===== src/rtl/pipe_stage_buf.sv =====
// Elastic pipeline stage: DEPTH-entry circular buffer with valid/ready on both sides,
// redirect flush and occupancy report. Define PIPE_STAGE_BUF_PERF_EN for stall/peak counters.
module pipe_stage_buf #(
  parameter int DATA_W = 64,
  parameter int DEPTH  = 2,
  parameter int CNT_W  = $clog2(DEPTH+1)
) (
  input  logic              clock,
  input  logic              reset_n,
  input  logic              in_valid,
  output logic              in_ready,
  input  logic [DATA_W-1:0] in_data,
  output logic              out_valid,
  input  logic              out_ready,
  output logic [DATA_W-1:0] out_data,
  input  logic              redirect_flush,
  output logic [CNT_W-1:0]  count,
  output logic [31:0]       stall_cycles,
  output logic [CNT_W-1:0]  hi_water
);
  localparam int PTR_W = (DEPTH > 1) ? $clog2(DEPTH) : 1;

  logic [DATA_W-1:0] mem [DEPTH];
  logic [PTR_W-1:0]  head_ptr, tail_ptr;
  logic [CNT_W-1:0]  count_q, count_nxt;
  logic              push, pop;

  // Wrap explicitly at DEPTH-1 so non-power-of-2 depths work.
  function automatic logic [PTR_W-1:0] ptr_inc(input logic [PTR_W-1:0] p);
    return (p == PTR_W'(DEPTH-1)) ? '0 : p + 1'b1;
  endfunction

  assign in_ready  = (count_q != CNT_W'(DEPTH));
  assign out_valid = (count_q != '0);
  assign out_data  = out_valid ? mem[head_ptr] : '0;
  assign count     = count_q;

  assign push = in_valid  & in_ready  & ~redirect_flush;
  assign pop  = out_valid & out_ready & ~redirect_flush;

  always_comb begin
    count_nxt = count_q;
    if (redirect_flush)   count_nxt = '0;
    else if (push & ~pop) count_nxt = count_q + 1'b1;
    else if (pop & ~push) count_nxt = count_q - 1'b1;
  end

  always_ff @(posedge clock or negedge reset_n) begin
    if (!reset_n) begin
      head_ptr <= '0;
      tail_ptr <= '0;
      count_q  <= '0;
    end else if (redirect_flush) begin
      head_ptr <= '0;
      tail_ptr <= '0;
      count_q  <= '0;
    end else begin
      if (push) tail_ptr <= ptr_inc(tail_ptr);
      if (pop)  head_ptr <= ptr_inc(head_ptr);
      count_q <= count_nxt;
    end
  end

  // Payload storage is deliberately unreset; out_data masks it while empty.
  always_ff @(posedge clock) begin
    if (push) mem[tail_ptr] <= in_data;
  end

`ifdef PIPE_STAGE_BUF_PERF_EN
  logic [31:0]      stall_q;
  logic [CNT_W-1:0] hi_q;

  // Survive flush; only reset clears them.
  always_ff @(posedge clock or negedge reset_n) begin
    if (!reset_n) begin
      stall_q <= '0;
      hi_q    <= '0;
    end else begin
      if (in_valid & ~in_ready & (stall_q != 32'hFFFF_FFFF)) stall_q <= stall_q + 1'b1;
      if (count_nxt > hi_q) hi_q <= count_nxt;
    end
  end

  assign stall_cycles = stall_q;
  assign hi_water     = hi_q;
`else
  assign stall_cycles = '0;
  assign hi_water     = '0;
`endif

endmodule


===== config.mk =====
export PLATFORM = sky130hd
export DESIGN_NAME = pipe_stage_buf
export DESIGN_NICKNAME = d
export VERILOG_FILES = /design/src/rtl/pipe_stage_buf.sv
export SDC_FILE = /design/constraint.sdc
export NUM_CORES = 1
export LEC_CHECK = 0
export BUFFER_PORTS_ARGS = -buffer_cell sky130_fd_sc_hd__buf_2
export CORE_ASPECT_RATIO = 1.5
export CORE_MARGIN = 4
export CORE_UTILIZATION = 40
export CTS_BUF_LIST = sky130_fd_sc_hd__clkbuf_16
export DETAILED_ROUTE_END_ITERATION = 8
export GPL_ROUTABILITY_DRIVEN = 0
export HOLD_SLACK_MARGIN = 0.12
export PLACE_DENSITY = 0.62
export SLEW_MARGIN = 20
export SYNTH_ARGS = -nofsm -noshare
export SYNTH_HDL_FRONTEND = slang
export SYNTH_SLANG_ARGS = --single-unit

===== constraint.sdc =====
create_clock -name clock -period 6.41 [get_ports clock]
set_input_delay 1.282 -clock clock [delete_from_list [all_inputs] [get_ports clock]]
set_output_delay 1.282 -clock clock [all_outputs]
set_load 0.01 [all_outputs]

* Yosys cells after proc, flatten, opt, wreduce, memory -nomap -nowiden *
Memories as Yosys holds them, arrays and structs flattened.
Cells that the tools add are included.
W data, S select, Z words.

storage, ports and cells
  bits in registers = 4
  latch bits = 0
  memory bits (writable) = 128
  ROM bits = 0
  bits of input ports = 69
  logic and storage cells = 34
  memories kept = 1

operators by class
  $add $sub $neg = 4
  $mul = 0
  divide/modulo/power cells = 0
  $lt $le $gt $ge = 0
  eq/ne operators = 1
  shift-type cells = 0
  multiplexer cells = 12
  bitwise logic cells = 9
  reduce and logical (&&, ||, !) cells = 4

memory list
  memory  words  bits a word  rd ports  clocked after Yosys merged registers in  wr ports  RTL line  text
  mem     2      64           1         0                                        1         23        logic [DATA_W-1:0] mem [DEPTH];

operators by type and width
  kind                   number
  $mux W64               1
  $mux W1                8
  $and A1 B1 Y1          6
  $mux W2                3
  $reduce_bool A2 Y1     3
  $not A1 Y1             3
  $reduce_bool A3 Y1     1
  $add A1 B1 Y1 const B  2
  $add A2 B1 Y2 const B  1
  $ne A2 B2 Y1 const B   1
  $sub A2 B1 Y2 const B  1

* Longest topological paths before layout *
  depth after elaboration = 8
  mapped depth = 4
  mapped depth without buffers = 4

* Worst setup path after synthesis *
Ideal clock, no wire load.

  kind = input -> register
  from = input port in_valid
  to = memory mem[1][0] (enable)
  library setup time = 578 ps
  arrival time = 6,010 ps
  data required time = 5,832 ps
  path slack = -178 ps
  stages on the path = 2
  buffers on the path = 0
  cells stage by stage = nand2_1 nor3b_1

between the ends
  word-level cells in the longest chain between the ends = 4

ends and longest elaborated chain
  item                           RTL line  text
  start, declared                10        input logic in_valid,
  $and A1 B1 Y1 (2 in series)    38        assign push = in_valid & in_ready & ~redirect_flush;
  $mux W1                        66        if (push) mem[tail_ptr] <= in_data;
  $mux W1 (not written as such)  66
  end, declared                  23

Every way passes these cells.

* Worst setup path in the final report *
  from = register count_q[0], in the netlist count[0]
  to = output port out_data[46]

between the ends
  word-level cells in the longest chain between the ends = 2

ends and longest elaborated chain
  item                    RTL line  text
  start, declared         25        logic [CNT_W-1:0] count_q, count_nxt;
  start signal, assigned  60        count_q <= count_nxt;
  $reduce_bool A2 Y1      34        assign out_valid = (count_q != '0);
  $mux W64                35        assign out_data = out_valid ? mem[head_ptr] : '0;
  end, declared           15        output logic [DATA_W-1:0] out_data,

Every way passes these cells.

==> flow_summary_export.csv <==
group,metric,value,unit
hold_path,whs_endpoint,"tail_ptr",
yosys,synth_seq_cells,132,
finish,drive_above_1_share,36.7,%
flow_run,maxCapViolations,0,
setup_path,ff2ff_setup_slack,4460,ps
hold_path,whs_path_depth,2,
placement,port_buffers,136,
setup_path,crit_arrival,2270,ps
setup_path,start_kind,"flip-flop",
finish,layout.cells.non_filler,650,
yosys,synth-warning-count,0,
sta,worst_slack,2860,ps
placement,dpl.hpwl,6720,µm
yosys,avgSynthCellArea,16.0,µm²
global_routing,grt_start_max_net_pins,66,
clock_tree,clk-insertion-delay-late,400,ps
sta,setup_viol_count_final,0,
setup_path,worstSetupPathDepth,4,
clock_tree,cts.htree.levels,4,
detailed_routing,dr.first_iter.drc_count,120,
clock_tree,numCtsBuffers,17,
sta,maxSlewViolCount,0,
global_routing,grt-ovfl-total,0,
sta,period_share,55.4,%
hold_path,min-delay-start,"tail_ptr",
setup_path,path_buf_inv,2,
detailed_routing,drc,0,
detailed_routing,totalWireLength,10100,µm
clock_tree,clk_pin_slew,60,ps
sta,hold_viol,0,
detailed_routing,vias,3045,
die,chipHeight,149,µm
detailed_routing,route.detailed.wl_per_inst,15.6,µm
sta,rsz0062_at_grt,"no",
power_and_ir_drop,peakVddDrop,0.267,mV
die,start_util,40.7,%
die,die_w,102,µm
setup_path,worstPathRequired,5130,ps
power_and_ir_drop,pwr_density_cell,316,mW/mm²
detailed_routing,via_per_inst,4.68,
die,core_area,0.0130,mm²
detailed_routing,drtAntennaViolNets,0,
sta,holdWs,636,ps
global_routing,first_global_vias,3204,
setup_path,critPathKind,"reg2out",
die,ioPinCount,171,
placement,pre_cts_slack,3230,ps
clock_tree,cts.root.buffer_cell,"clkbuf_16",
detailed_routing,dr.pass1.iters,4,
hold_path,hold_path.class,"reg2reg",
clock_tree,cts_hold_buf,0,
power_and_ir_drop,power,2.09,mW
clock_tree,cts_sinks,132,
finish,layout.nets,547,
clock_tree,cts_resized,0,
yosys,synth_area,0.00530,mm²
setup_path,crit_family,"simple AND/OR/NAND/NOR gates",
global_routing,track_usage,13.8,%
finish,area_growth,24.7,%
setup_path,worstPathMaxFanout,33,
setup_path,critical-path-max-stage-delay,660,ps
sta,slew_headroom,47.3,%
sta,fmaxAchievable,282,MHz
yosys,synth_edf_count,128,
setup_path,cp-startpoint,"count[0]",
yosys,synthCells,332,
clock_tree,cts_setup_buffers,0,
sta,setup_tns,0,ps
finish,n_antenna_cell,0,
clock_tree,clockBufferDepth,2,
power_and_ir_drop,power.leakage,2.58,nW
sta,worst_slew_pin_slew,789,ps
setup_path,crit_chain,"nor2_4 > buf_4 > nor2_1 > buf_2",
setup_path,regToRegEndpoint,"mem[1][14]",
yosys,ys_seq_area_share,74.4,%
global_routing,grt_pass1_wl,15600,µm
setup_path,r2r_start,"count[1]",
die,die_area,0.0152,mm²
clock_tree,tritoncts,"built",
yosys,ys_dominant_reg_cell,"edfxtp_1",
die,num_rows,51,
sta,post-route-min-period,3550,ps
setup_path,cp_slowest_cell,"nor2_4",
yosys,synthArstFlopShare,3.03,%
setup_path,critical_path.endpoint_type,"output pin",
setup_path,r2r_cells,5,
placement,dp_cells,617,
global_routing,antenna_found_initial,1,
status,status,"completed",
yosys,ys_types,22,
sta,skew,7.57,ps
==> final cells by class <==
cell class,count,area [µm²]
clock buffer,17,425
clock inverter,15,134
fill,1148,6410
inverter,3,11.3
multi-input combinational,182,1160
sequential,132,3950
tap,159,199
timing repair buffer,142,738
==> power by group <==
group | total (mW) | switching (mW) | internal [mW]
combinational | 0.190 | 0.112 | 0.0781
clock | 0.899 | 0.364 | 0.535
sequential | 1.00 | 0.0178 | 0.983
==> worst max-delay path by stage <==
stage	endpoint	slack (ps)
floorplan	mem[0][0]	100
global route	out_data[47]	2660
CTS	out_data[58]	2790
global placement	out_data[58]	3290
finish	out_data[46]	2860
detailed placement	out_data[58]	3230
==> state kept, by name, summed over array words and instances (netlist names) <==
register	cells
head_ptr	1
count	2
tail_ptr	1
mem	128
==> layer usage <==
| layer | vias to the layer above | share of wire (%) | GRT usage, % |
|---|---|---|---|
| li1 | 1436 | - | - |
| met1 | 1462 | 34 | 14.1 |
| met2 | 119 | 56 | 25.0 |
| met3 | 26 | 5.9 | 3.46 |
| met4 | 2 | 3.2 | 7.75 |
| met5 | - | 0.12 | 0 |
==> metrics by stage <==
| step | cell area (µm²) | util, % |
|---|---|---|
| after floorplan | 5430 | - |
| after global placement | 6030 | 46.3 |
| after detailed placement | 6030 | 46.3 |
| after CTS | 6590 | 50.6 |
| after global routing | 6610 | 50.8 |
| final | 6610 | 50.8 |
==> cell usage after synthesis (all sizes together) (2+ instances only) <==
library cell	number	area [µm²]
inv	3	11.3
mux2i	65	651
o21ai	2	10.0
nor2	66	248
a21oi	4	20.0
buf	47	335
dfrtp	4	100
nor3b	2	15.0
edfxtp	128	3840
==> cells by family (layout without fill, tap and decap cells) <==
group,count (synthesis),after routing,synth area share [%]
AOI/OAI and AO/OA,8,8,0.850
xor gates and xnor gates,1,1,0.165
buffers and inverters,51,177,6.61
DFF,132,132,74.4
muxes,65,65,12.3
other,1,34,0.0707
and+or+nand+nor,74,74,5.66
==> worst min-delay path: stages, from the launching register on <==
cell and delay [ps]:
dfrtp_1 420, o21ai_0 100, a21oi_1 80
==> cells in the final DEF (no fill, tap or decap) <==
master	Yosys	routed
buf_2	7	136
edfxtp_1	128	128
mux2i_1	65	65
nor2_1	66	65
conb_1	1	34
clkbuf_16	0	17
clkinvlp_4	0	5
buf_4	40	5
a21oi_1	4	4
clkinv_4	0	3
inv_6	0	3
dfrtp_1	4	3
inv_2	2	2
o21ai_0	2	2
inv_1	1	2
clkinv_2	0	2
nor2_4	0	1
nor2b_2	1	1
nand2_1	1	1
nor3b_4	0	1
nor3_2	0	1
or2_0	1	1
nor3b_1	2	1
xor2_1	1	1
or3_1	1	1
o211ai_1	1	1
nand3b_1	1	1
a21o_1	1	1
bufinv_16	0	1
dfrtp_4	0	1
buf_12	0	1
Power figures use the tool's default switching activity.
